==> src/rtl/timer_setter.sv <==
`default_nettype none
// +--------------------------------------------------------------------------+
// | Module   : timer_setter                                                  |
// | Purpose  : Front-panel time-entry controller. Synchronizes the raw       |
// |            push-buttons, edits a four-digit BCD MM:SS preset one digit   |
// |            at a time with wrap-around and auto-repeat, and issues the    |
// |            load / start strobes for the countdown chain.                 |
// | Ports    : clk        - system clock, rising edge                        |
// |            reset      - asynchronous, active-low reset                   |
// |            tick       - one-clk enable pulse (~10 Hz) for auto-repeat    |
// |            btn_up/btn_down/btn_next/btn_start - raw active-high buttons  |
// |            running    - countdown chain is counting                      |
// |            sec_ones/sec_tens/min_ones/min_tens - BCD preset digits       |
// |            digit_sel  - digit under edit (0 = sec_ones .. 3 = min_tens)  |
// |            editing    - high while in EDIT                               |
// |            load       - one-clk strobe, chain samples the digits         |
// |            start      - one-clk strobe, arms the countdown               |
// | Revision : 1.0 - initial release                                         |
// +--------------------------------------------------------------------------+
module timer_setter #(
  parameter int REPEAT_DELAY = 5,
  parameter int REPEAT_RATE  = 2,
  parameter int CTR_WIDTH    = 4
) (
  input  logic       clk,
  input  logic       reset,
  input  logic       tick,
  input  logic       btn_up,
  input  logic       btn_down,
  input  logic       btn_next,
  input  logic       btn_start,
  input  logic       running,
  output logic [3:0] sec_ones,
  output logic [3:0] sec_tens,
  output logic [3:0] min_ones,
  output logic [3:0] min_tens,
  output logic [1:0] digit_sel,
  output logic       editing,
  output logic       load,
  output logic       start
);

  typedef enum logic [0:0] {
    S_IDLE = 1'b0,
    S_EDIT = 1'b1
  } state_t;

  // Counter value on the tick that fires a step, and the value it is reloaded
  // with so the following step lands exactly REPEAT_RATE ticks later.
  localparam logic [CTR_WIDTH-1:0] c_DELAY_M1 = CTR_WIDTH'(REPEAT_DELAY - 1);
  localparam logic [CTR_WIDTH-1:0] c_RELOAD   = CTR_WIDTH'(REPEAT_DELAY - REPEAT_RATE);

  // Button vectors: bit 0 up, bit 1 down, bit 2 next, bit 3 start.
  logic [3:0]           r_sync1;
  logic [3:0]           r_sync2;
  logic [3:0]           r_prev;
  logic                 r_running_d;

  state_t               r_state;
  state_t               w_state_nxt;
  logic [3:0][3:0]      r_dig;
  logic [3:0][3:0]      w_dig_nxt;
  logic [1:0]           r_sel;
  logic [1:0]           w_sel_nxt;
  logic [CTR_WIDTH-1:0] r_ctr;
  logic [CTR_WIDTH-1:0] w_ctr_nxt;
  logic                 r_load;
  logic                 w_load_nxt;
  logic                 r_start;
  logic                 w_start_nxt;

  logic [3:0]           w_edge;
  logic                 w_run_rise;
  logic                 w_preset_zero;
  logic [3:0]           w_lim;
  logic [3:0]           w_cur;
  logic                 w_step;
  logic                 w_step_up;

  assign w_edge        = r_sync2 & ~r_prev;
  assign w_run_rise    = running & ~r_running_d;
  assign w_preset_zero = (r_dig == '0);
  assign w_lim         = (r_sel == 2'd1) ? 4'd5 : 4'd9;
  assign w_cur         = r_dig[r_sel];
  // Direction is only meaningful when exactly one of up/down is held.
  assign w_step_up     = r_sync2[0];

  // Input conditioning: 2-FF synchronizer plus a delayed copy for edge detect.
  always_ff @(posedge clk or negedge reset) begin
    if (!reset) begin
      r_sync1     <= '0;
      r_sync2     <= '0;
      r_prev      <= '0;
      r_running_d <= 1'b0;
    end else begin
      r_sync1     <= {btn_start, btn_next, btn_down, btn_up};
      r_sync2     <= r_sync1;
      r_prev      <= r_sync2;
      r_running_d <= running;
    end
  end

  // State and datapath registers.
  always_ff @(posedge clk or negedge reset) begin
    if (!reset) begin
      r_state <= S_IDLE;
      r_dig   <= '0;
      r_sel   <= 2'd0;
      r_ctr   <= '0;
      r_load  <= 1'b0;
      r_start <= 1'b0;
    end else begin
      r_state <= w_state_nxt;
      r_dig   <= w_dig_nxt;
      r_sel   <= w_sel_nxt;
      r_ctr   <= w_ctr_nxt;
      r_load  <= w_load_nxt;
      r_start <= w_start_nxt;
    end
  end

  // Next-state, strobes and digit editing. Priority inside EDIT:
  // running abort > start > next > up/down.
  always_comb begin
    w_state_nxt = r_state;
    w_dig_nxt   = r_dig;
    w_sel_nxt   = r_sel;
    w_ctr_nxt   = '0;
    w_load_nxt  = 1'b0;
    w_start_nxt = 1'b0;
    w_step      = 1'b0;

    case (r_state)
      S_IDLE: begin
        // A start edge consumes the cycle even when it is gated off.
        if (w_edge[3]) begin
          if (!running && !w_preset_zero) begin
            w_start_nxt = 1'b1;
          end
        end else if (w_edge[2] && !running) begin
          w_state_nxt = S_EDIT;
          w_sel_nxt   = 2'd3;
        end
      end

      S_EDIT: begin
        if (w_run_rise) begin
          w_state_nxt = S_IDLE;
        end else if (w_edge[3]) begin
          w_state_nxt = S_IDLE;
          w_load_nxt  = 1'b1;
        end else if (w_edge[2]) begin
          if (r_sel == 2'd0) begin
            w_state_nxt = S_IDLE;
            w_load_nxt  = 1'b1;
          end else begin
            w_sel_nxt = r_sel - 2'd1;
          end
        end else if (r_sync2[0] ^ r_sync2[1]) begin
          if (w_edge[0] | w_edge[1]) begin
            w_step = 1'b1;
          end else if (tick) begin
            if (r_ctr == c_DELAY_M1) begin
              w_step    = 1'b1;
              w_ctr_nxt = c_RELOAD;
            end else begin
              w_ctr_nxt = r_ctr + 1'b1;
            end
          end else begin
            w_ctr_nxt = r_ctr;
          end
        end
      end

      default: begin
        w_state_nxt = S_IDLE;
      end
    endcase

    if (w_step) begin
      if (w_step_up) begin
        w_dig_nxt[r_sel] = (w_cur == w_lim) ? 4'd0 : w_cur + 4'd1;
      end else begin
        w_dig_nxt[r_sel] = (w_cur == 4'd0) ? w_lim : w_cur - 4'd1;
      end
    end
  end

  assign sec_ones  = r_dig[0];
  assign sec_tens  = r_dig[1];
  assign min_ones  = r_dig[2];
  assign min_tens  = r_dig[3];
  assign digit_sel = r_sel;
  assign editing   = (r_state == S_EDIT);
  assign load      = r_load;
  assign start     = r_start;

endmodule
`default_nettype wire

==> config.mk <==
export PLATFORM = sky130hd
export DESIGN_NAME = timer_setter
export DESIGN_NICKNAME = d
export VERILOG_FILES = /design/src/rtl/timer_setter.sv
export SDC_FILE = /design/constraint.sdc
export NUM_CORES = 1
export LEC_CHECK = 0
export BUFFER_PORTS_ARGS = -buffer_cell sky130_fd_sc_hd__buf_2
export CAP_MARGIN = 20
export CORE_UTILIZATION = 45
export CTS_BUF_LIST = sky130_fd_sc_hd__clkbuf_2
export DETAILED_ROUTE_END_ITERATION = 6
export PLACE_DENSITY = 0.64
export SYNTH_ARGS = -nofsm -noshare
export SYNTH_HDL_FRONTEND = slang
export SYNTH_SLANG_ARGS = --single-unit
==> constraint.sdc <==
create_clock -name clk -period 3.1 [get_ports clk]
set_input_delay 0.62 -clock clk [delete_from_list [all_inputs] [get_ports clk]]
set_output_delay 0.62 -clock clk [all_outputs]
set_load 0.02 [all_outputs]
==> impl_metrics.csv, run 1 <==
group,metric,value,unit
cts,clockRootBuffer,"clkbuf_2",
power,power.ir.vdd_worst,222,uV
setup_path,cp_max_fo,15,
cells_and_area,layout.cells.most_common,"dfrtp_1",
die,rows,23,
cts,cts_tree,"yes",
cts,cts_setup_buffers,0,
synthesis,synth_edf_count,0,
sta,slew_viol_final,0,
setup_path,critPathKind,"flop to flop",
drt,wl,4200,microns
die,core-area,4090,sq um
global_routing,grt_max_degree,39,
global_routing,grt_pass1_wl,6800,microns
placed_design,place_hpwl,2990,microns
cells_and_area,drive_above_1_share,24.9,%
synthesis,seq_area_frac_synth,48.3,%
sta,final-hold-violation-count,0,
cts,cts-htree-levels,2,
global_routing,grt_overflow,0,
setup_path,endpoint_kind,"flop",
cells_and_area,final_cell_mix,"dfrtp_1, buf_2, nand2_1",
die,dieArea,4650,sq um
placed_design,pre_cts_slack,0.445,ns
cts,cts_hold_buf,0,
synthesis,async_flop_share,100,%
die,die_w,68.2,microns
sta,setup_viol,0,
sta,rsz0062_at_grt,"false",
synthesis,netlist_area,1970,sq um
setup_path,crit_required,3.38,ns
global_routing,antenna_found_initial,0,
sta,fin_skew,0.00844,ns
cts,post_cts_resized,0,
die,die_y,68.2,microns
drt,drt_iter0_markers,98,
cells_and_area,finalInstanceArea,2200,sq um
drt,post_drt_via_cell_ratio,5.79,
drt,drc_errors,0,
setup_path,cp.arrival,2.93,ns
cells_and_area,antenna_cells,0,
cells_and_area,areaGrowthSynthToFinish,11.6,%
global_routing,grt_pass1_vias,1459,
synthesis,syn_nets,197,
job,drv_cap,0,
drt,dr.pass1.iters,4,
die,pin_count,29,
die,start_util,48.2,%
cells_and_area,fillCellCount,391,
power,leakage,1.04,nW
sta,setup_slack,0.440,ns
drt,vias,1523,
cts,cts_buffers,5,
worst_hold_path,min_path_type,"input pin to async pin",
cts,clk_path_buf_depth,2,
synthesis,yosysUniqueCellTypes,40,
sta,fmax,0.376,GHz
cts,cts_sinks,38,
sta,worst_slew_pin_slew,0.840,ns
setup_path,worstSetupStartpointType,"flop",
cells_and_area,fin_nets,226,
cts,worstSkewPairLatency,0.36,ns
placed_design,gp_congestion,0.857,
placed_design,io_buffers,28,
synthesis,syn_area_per_cell,10.8,sq um
sta,max_slew_margin,44.0,%
drt,ant_nets,0,
sta,final.period_utilization,85.8,%
cts,path_clk_slew,0.18,ns
cells_and_area,finalCoreUtilization,53.8,%
global_routing,grt_usage,20.3,%
sta,fin_tns_setup,0,ns
synthesis,ys_warn_count,0,
synthesis,ys_seq_elements,38,
run_status,status,"complete, no violations",
synthesis,synth_top_flop_cell,"dfrtp_1",
power,p_per_area,649,nW/um^2
synthesis,postSynthCellCount,183,
drt,post_drt_wl_per_cell,16.0,microns
placed_design,dpl_cell_area,2130,sq um
sta,period_minus_slack,2.66,ns
power,p_total,1.43,mW
setup_path,r2r_cells,5,
## cells in the mapped netlist (2+ instances only)
cell type  instances  area [sq um]
ha_1               6          75.1
mux2_2            10           113
buf_6              2          22.5
nand2b_1           2          12.5
nand3_1            2          10.0
inv_1             11          41.3
o22ai_1            2          12.5
nor2b_1            4          25.0
o21ai_0            8          40.0
dfrtp_1           38           951
a21oi_1           11          55.1
nand4_1            7          43.8
xnor2_1            4          35.0
mux4_2             4          90.1
clkbuf_1           3          11.3
nor4_1             6          37.5
nand2_1           18          67.6
mux2i_1            5          50.1
nor2_1            11          41.3
a22oi_1            5          37.5
nor3_1             4          20.0
or3_1              2          12.5
## metrics by stage
stage / instances / hold slack [ns]
2_1_floorplan: 183 / 0.324
3_3_place_gp: 255 / 0.332
3_5_place_dp: 255 / 0.338
4_1_cts: 263 / 0.323
5_1_grt: 263 / 0.307
6_report: 263 / 0.329
## state kept, by name, summed over array words and instances, names as in the netlist
| name | cells |
|---|---|
| r_running_d | 1 |
| r_sync1 | 4 |
| sec_tens | 4 |
| r_sync2 | 4 |
| digit_sel | 2 |
| r_prev | 4 |
| min_ones | 4 |
| editing | 1 |
| load | 1 |
| r_ctr | 4 |
| min_tens | 4 |
| sec_ones | 4 |
| start | 1 |
## metal layers
layer	share of wire, %	wire length [microns]	global-route usage, %
met5	0	0	0
met4	2.4	99	10.2
met3	2.9	123	3.67
met2	49	2060	32.7
met1	46	1910	26.0
## report_power, final
group | leakage (nW) | total (mW) | switching (mW) | internal (mW)
sequential | 0.469 | 0.641 | 0.0967 | 0.544
clock | 0.0432 | 0.298 | 0.154 | 0.144
combinational | 0.523 | 0.487 | 0.273 | 0.214
## layout make-up
cell class	instances	area, sq um	share of cell area [%]
inverters	11	41.3	1.88
multi-input cells	128	938	42.7
repair buffers	28	140	6.37
clock buffers	7	35.0	1.59
clock inverters	1	30.0	1.37
well taps	50	62.6	2.85
flip-flops and latches	38	951	43.3
## worst max-delay path: stages (launching register included)
cell and delay, ns:
dfrtp_1 0.79, mux4_1 0.81, or2b_1 0.24, o22ai_1 0.08, a221o_2 0.38, mux2_2 0.27
## cell families after synthesis
group | count (synthesis) | share of synthesized area (%)
fa+ha+maj | 6 | 3.81
buf+inv | 17 | 4.07
mux | 20 | 14.2
simple gates | 62 | 16.3
xor+xnor | 4 | 1.78
flops | 38 | 48.3
compound gates | 36 | 11.6
## path summary, 6_finish.rpt
check                                  start     endpoint  slack, ns
worst max-delay path            digit_sel[0]  sec_ones[3]       0.44
worst min-delay path                   reset  min_ones[2]       0.33
worst max register to register  digit_sel[0]  sec_ones[3]       0.44
worst min register to register    r_sync1[1]   r_sync2[1]       0.37
max in group asynchronous              reset    r_prev[0]       2.25
min in group clk                      btn_up   r_sync1[0]       0.35
Note: power is estimated with default switching activity, not from simulation.
==> run 2, diff against run 1 <==
- ABC_AREA: default -> 1
- PLACE_DENSITY: 0.64 -> 0.65
==> run 2 against run 1 <==
Compared with the run above:
- clock-buffer cell count down 2
- largest power group unchanged
- clock power up 4%
- final cell count up 22%
- via count up 11%
- critical path depth up 6
- die area down 4.1%
- sequential power up 3.4%
- sequential share of layout area up 1.3 points
==> impl_metrics.csv, run 2 <==
group,metric,value,unit
cells_and_area,layout.cells.most_common,"nand2_1",
job,drv_cap,0,
synthesis,ys_warn_count,0,
power,switching_power,0.688,mW
synthesis,netlist_area,1890,sq um
cells_and_area,final_cell_mix,"nand2_1, dfrtp_1, buf_2",
drt,wl_met2,1790,microns
cts,post_cts_resized,0,
cells_and_area,multiInputGateArea,826,sq um
global_routing,grt_pass1_vias,1533,
setup_path,crit_required,3.40,ns
die,rows,23,
die,die_y,66.7,microns
synthesis,synth_edf_count,0,
synthesis,synth-compound-area-share,8.89,%
synthesis,synth_top_family_by_area,"simple AND/OR/NAND/NOR gates",
placed_design,gp_congestion,0.874,
drt,drt-met1-wl,1970,microns
power,p_per_area,741,nW/um^2
synthesis,seq_area_frac_synth,50.4,%
global_routing,grt_max_degree,39,
synthesis,async_flop_share,100,%
drt,wl,4130,microns
sta,slew_viol_final,0,
cts,cts_hold_buf,0,
drt,drt_iter0_markers,93,
cells_and_area,fin_nets,283,
sta,max_slew_margin,45.0,%
synthesis,yosysUniqueCellTypes,24,
drt,wl_met3,290,microns
sta,fmax,0.513,GHz
run_status,status,"complete, no violations",
global_routing,grt_overflow,0,
cells_and_area,finalCoreUtilization,53.4,%
power,p_int,0.895,mW
die,pin_count,29,
drt,drc_errors,0,
sta,rsz0062_at_grt,"false",
synthesis,syn_nets,250,
sta,fin_skew,0.0128,ns
setup_path,endpoint_kind,"flop",
setup_path,cp_max_fo,12,
synthesis,postSynthCellCount,236,
placed_design,place_hpwl,3030,microns
cts,cts_tree,"yes",
synthesis,yosysTopAreaCell,"dfrtp_1",
placed_design,io_buffers,28,
power,p_total,1.58,mW
global_routing,grt_pass1_wl,7150,microns
synthesis,ys_seq_elements,38,
synthesis,synth_common_cells,"nand2_1, dfrtp_1, inv_1",
power,combPwrFrac,38.6,%
die,core-area,4000,sq um
die,start_util,47.1,%
synthesis,synth_most_common_cell,"nand2_1",
cts,cts_sinks,38,
power,clockPowerShare,19.5,%
power,swShare,43.5,%
synthesis,synthSimpleGateAreaFrac,30.5,%
die,dieArea,4450,sq um
synthesis,synth.area.top_cells,"dfrtp_1, nand2_1, inv_1, ha_1, nand3_1",
drt,vias,1697,
sta,setup_viol,0,
sta,final.period_utilization,62.9,%
synthesis,synth_top_flop_cell,"dfrtp_1",
synthesis,muxShareOfSynthArea,0,%
global_routing,antenna_found_initial,0,
sta,final-hold-violation-count,0,
synthesis,synth_top_cell_area_share,50.4,%
drt,dr.max_layer_used,"met4",
cells_and_area,fillCellCount,411,
synthesis,synth_fa_ha_area_share,3.98,%
drt,post_drt_wl_per_cell,12.9,microns
sta,worst_slew_pin_slew,0.825,ns
global_routing,grt_usage,22.0,%
drt,post_drt_via_cell_ratio,5.30,
cts,clk_path_buf_depth,2,
cells_and_area,ff_latch_area,951,sq um
power,p_seq_share,41.8,%
sta,fin_tns_setup,0,ns
synthesis,syn_area_per_cell,7.99,sq um
cells_and_area,drive_above_1_share,16.3,%
setup_path,cp.arrival,2.25,ns
worst_hold_path,min_path_type,"input pin to async pin",
cts,cts-htree-levels,2,
sta,period_minus_slack,1.95,ns
cts,cts_setup_buffers,0,
cts,path_clk_slew,0.21,ns
setup_path,worstSetupStartpointType,"flop",
drt,dr.pass1.iters,4,
die,die_w,66.7,microns
setup_path,critPathKind,"flop to flop",
cts,cts_buffers,5,
synthesis,synth_xor_area_share,0.464,%
cells_and_area,areaGrowthSynthToFinish,13.3,%
power,power.ir.vdd_worst,372,uV
cells_and_area,antenna_cells,0,
cts,clockRootBuffer,"clkbuf_2",
power,leakage,1.15,nW
cts,worstSkewPairLatency,0.39,ns
drt,ant_nets,0,
## run 2: cell types whose count changed after synthesis, sizes merged, moves of 4 or more
cell	before	now
mux4	5	0
nor2	12	18
mux2	10	0
inv	11	23
mux2i	5	0
a22oi	5	0
nor2b	4	0
nand2	18	95
nand3	2	15
nand4	7	2
## run 2: logic make-up after synthesis
kind of cell	count (synthesis)
compound gates	30
xor+xnor	1
fa+ha+maj	6
buf+inv	25
flops	38
simple gates	136
## run 2: metrics by stage
stage / cell area, sq um / hold slack (ns) / instances / worst slack, ns
finish: 2140 / 0.288 / 320 / 1.15
global route: 2140 / 0.255 / 320 / 0.936
CTS: 2140 / 0.289 / 320 / 1.20
detailed placement: 2070 / 0.337 / 312 / 1.17
global placement: 2070 / 0.332 / 312 / 1.22
floorplan: 1890 / 0.324 / 236 / 1.41
## run 2: area by class of cell
| class | count | area share (%) |
|---|---|---|
| Sequential cell | 38 | 44.5 |
| Multi-Input combinational cell | 173 | 38.7 |
| Inverter | 23 | 4.04 |
| Clock inverter | 3 | 2.11 |
| Tap cell | 50 | 2.93 |
| Clock buffer | 5 | 1.17 |
| Timing Repair Buffer | 28 | 6.56 |
## run 2: power groups by stage
stage	clock (mW)	sequential [mW]	combinational (mW)
after floorplan	0	0.720	0.387
after global placement	0	0.671	0.600
after detailed placement	0	0.672	0.603
after CTS	0.317	0.662	0.606
after global routing	0.336	0.679	0.682
final	0.309	0.663	0.612
## run 2: worst paths after layout
kind	startpoint	to	slack, ns	depth (start not counted)
min reg2reg	r_sync1[2]	r_sync2[2]	0.38	0
max in group asynchronous	reset	sec_ones[0]	2.30	1
max	digit_sel[0]	sec_ones[2]	1.15	11
min	reset	r_running_d	0.29	1
min in group clk	btn_down	r_sync1[1]	0.31	1
max reg2reg	digit_sel[0]	sec_ones[2]	1.15	11
## run 2: worst max-delay path, cell delays in order (launching register included)
cell,delay [ns]
dfrtp_1,0.63
inv_2,0.19
nand2_1,0.09
nand3_1,0.09
nand2_1,0.18
nand2_1,0.14
nand2_1,0.08
nand2_1,0.06
a21oi_2,0.19
nor2_1,0.06
nand2_1,0.10
nand2_1,0.05
## run 2: metal layers
metal | up-vias | track usage [%]
li1 | 828 | -
met1 | 802 | 31.4
met2 | 57 | 31.1
met3 | 10 | 6.16
met4 | 0 | 8.78
met5 | - | 0
==> run 3, diff against run 2 <==
- ABC_AREA: 1 -> 0
- PLACE_DENSITY: 0.65 -> 0.67
- clock period: 3.1 -> 1.68 ns (I/O delays scaled with it)
==> run 3 against run 2 <==
Compared with the run above:
- the run now ends with negative setup slack left
- clock skew rose by 0.0097 ns
- clock power rose by 23%
- sequential share of layout area fell by 11 points
- final cell count rose by 4.7%
- maximum frequency fell by 11%
- register-to-register slack got worse by 1.7 ns
- highest routed layer unchanged
- critical path depth fell by 5
- sequential power rose by 66%
- routed wire length rose by 31%
- first-iteration DRC count rose by 27%
- non-clock buffer count rose by 72
==> impl_metrics.csv, run 3 (synthesized netlist as in run 1, its figures left out) <==
group,metric,value,unit
drt,wl,5410,microns
die,die_y,68.2,microns
setup_path,reg2reg_slack,-0.52,ns
sta,setup_slack,-0.517,ns
sta,max_slew_margin,60.1,%
placed_design,gp_congestion,0.902,
setup_path,cp_slowest_cell,"mux4_2",
power,clockPowerShare,12.2,%
global_routing,grt_pass1_vias,1833,
power,combPwrFrac,52.8,%
power,leakage,1.40,nW
sta,final.period_utilization,131,%
setup_path,endpoint_kind,"flop",
sta,fin_skew,0.0225,ns
job,drv_cap,0,
cts,clk_path_buf_depth,2,
die,pin_count,29,
sta,setup_viol,16,
sta,period_minus_slack,2.20,ns
power,power.ir.vdd_worst,498,uV
cells_and_area,layout.cells.most_common,"buf_4",
worst_hold_path,min_path_type,"input pin to flop",
run_status,status,"finished with violations",
die,start_util,48.2,%
setup_path,cp_max_fo,8,
cts,cts-htree-levels,2,
power,p_total,3.13,mW
drt,drt_iter0_markers,118,
setup_path,path_cells,"buf_6 > mux4_2 > or4b_1 > a21oi_1 > a221o_2 > mux2_2",
cells_and_area,multiInputGateArea,1050,sq um
sta,final-hold-violation-count,0,
sta,worst_slew_pin_slew,0.599,ns
cts,worstSkewPairLatency,0.39,ns
setup_path,cp-startpoint,"digit_sel[0]",
sta,fmax,0.455,GHz
setup_path,r2r_cells,6,
setup_path,crit_required,2.03,ns
cells_and_area,fin_nets,298,
power,swShare,39.1,%
sta,slew_viol_final,0,
setup_path,endpoint,"sec_tens[3]",
global_routing,antenna_found_initial,0,
power,p_seq_share,35.0,%
die,dieArea,4650,sq um
die,rows,23,
setup_path,crit_path_max_incr_delay,0.58,ns
cells_and_area,drive_above_1_share,50.5,%
cells_and_area,antenna_cells,0,
placed_design,place_hpwl,3900,microns
die,die_w,68.2,microns
drt,post_drt_via_cell_ratio,5.49,
cts,clockRootBuffer,"clkbuf_2",
cts,cts_sinks,38,
setup_path,r2r-end,"sec_tens[3]",
setup_path,cp.arrival,2.55,ns
setup_path,worstSetupStartpointType,"flop",
cells_and_area,areaGrowthSynthToFinish,45.6,%
power,p_int,1.91,mW
setup_path,r2r_start,"digit_sel[0]",
drt,dr.pass1.iters,4,
cts,cts_tree,"yes",
power,p_per_area,1090,nW/um^2
global_routing,grt_pass1_wl,8360,microns
cells_and_area,fillCellCount,311,
placed_design,dpl_cell_area,2580,sq um
cells_and_area,final_cell_mix,"buf_4, dfrtp_1, buf_2",
drt,vias,1840,
setup_path,critPathKind,"flop to flop",
global_routing,grt_max_degree,28,
cells_and_area,finalInstanceArea,2870,sq um
sta,fin_tns_setup,-5.57,ns
cells_and_area,ff_latch_area,953,sq um
placed_design,io_buffers,28,
cts,cts_buffers,5,
cts,path_clk_slew,0.19,ns
global_routing,grt_usage,25.3,%
sta,rsz0062_at_grt,"true",
power,switching_power,1.22,mW
die,core-area,4090,sq um
drt,drc_errors,0,
global_routing,grt_overflow,0,
drt,ant_nets,0,
drt,post_drt_wl_per_cell,16.1,microns
run_status,violations,"negative setup slack",
-- run 3: layout make-up --
class	instances	share of cell area (%)
multi-input combinational	128	36.7
inverter	11	1.44
tap	50	2.18
sequential	38	33.3
clock buffer	5	0.873
clock inverter	3	0.393
timing repair buffer	100	25.2
-- run 3: how the worst min path moves through the flow --
stage	start	to	slack, ns	cells after the start
3_3_place_gp	r_sync1[2]	r_sync2[2]	0.34	0
3_5_place_dp	r_sync1[3]	r_sync2[3]	0.34	0
6_report	btn_up	r_sync1[0]	0.05	1
5_1_grt	btn_up	r_sync1[0]	0.0001	1
2_1_floorplan	reset	digit_sel[0]	0.04	0
4_1_cts	btn_start	r_sync1[3]	0.01	1
-- run 3: worst max-delay path: cells and delay by family, from the launching register on --
| family | cells | cell delay, ns |
|---|---|---|
| buffers and inverters | 1 | 0.13 |
| AND/OR/NAND/NOR | 1 | 0.50 |
| flip-flops | 1 | 0.50 |
| AO/OA/AOI/OAI | 2 | 0.31 |
| multiplexers | 2 | 0.73 |
-- run 3: power by group through the flow --
stage          Combinational (mW)  Sequential (mW)  Clock [mW]
2_1_floorplan               0.691             1.21           0
3_3_place_gp                 1.35             1.10           0
3_5_place_dp                 1.41             1.11           0
4_1_cts                      1.49             1.09       0.396
5_1_grt                      1.77             1.11       0.428
6_report                     1.65             1.10       0.381
-- run 3: per-stage QoR --
step	utilization [%]	setup WS [ns]	hold WS, ns	std cells
2_1_floorplan	-	-0.504	0.0404	183
3_3_place_gp	63.3	-0.434	0.335	314
3_5_place_dp	63.3	-0.517	0.340	314
4_1_cts	66.2	-0.493	0.0113	328
5_1_grt	70.1	-0.595	0.000115	335
6_report	70.1	-0.517	0.0490	335
-- run 3: per-layer routing --
metal | track usage (%) | wire length, microns | vias up
met5 | 0 | 0 | -
met4 | 13.8 | 218 | 0
met3 | 5.33 | 165 | 19
met2 | 44.6 | 2900 | 44
met1 | 28.2 | 2120 | 911
li1 | - | - | 866
-- run 3: what timing repair did --
item / CTS / global route
pin swaps: 7 / 12
endpoints found under the setup margin: 17 / 17
resized for setup: 16 / 27
endpoints found under the hold margin: 25 / 1
hold buffers: 1 / 1
buffers inserted: 5 / 11
cloned: 0 / 0
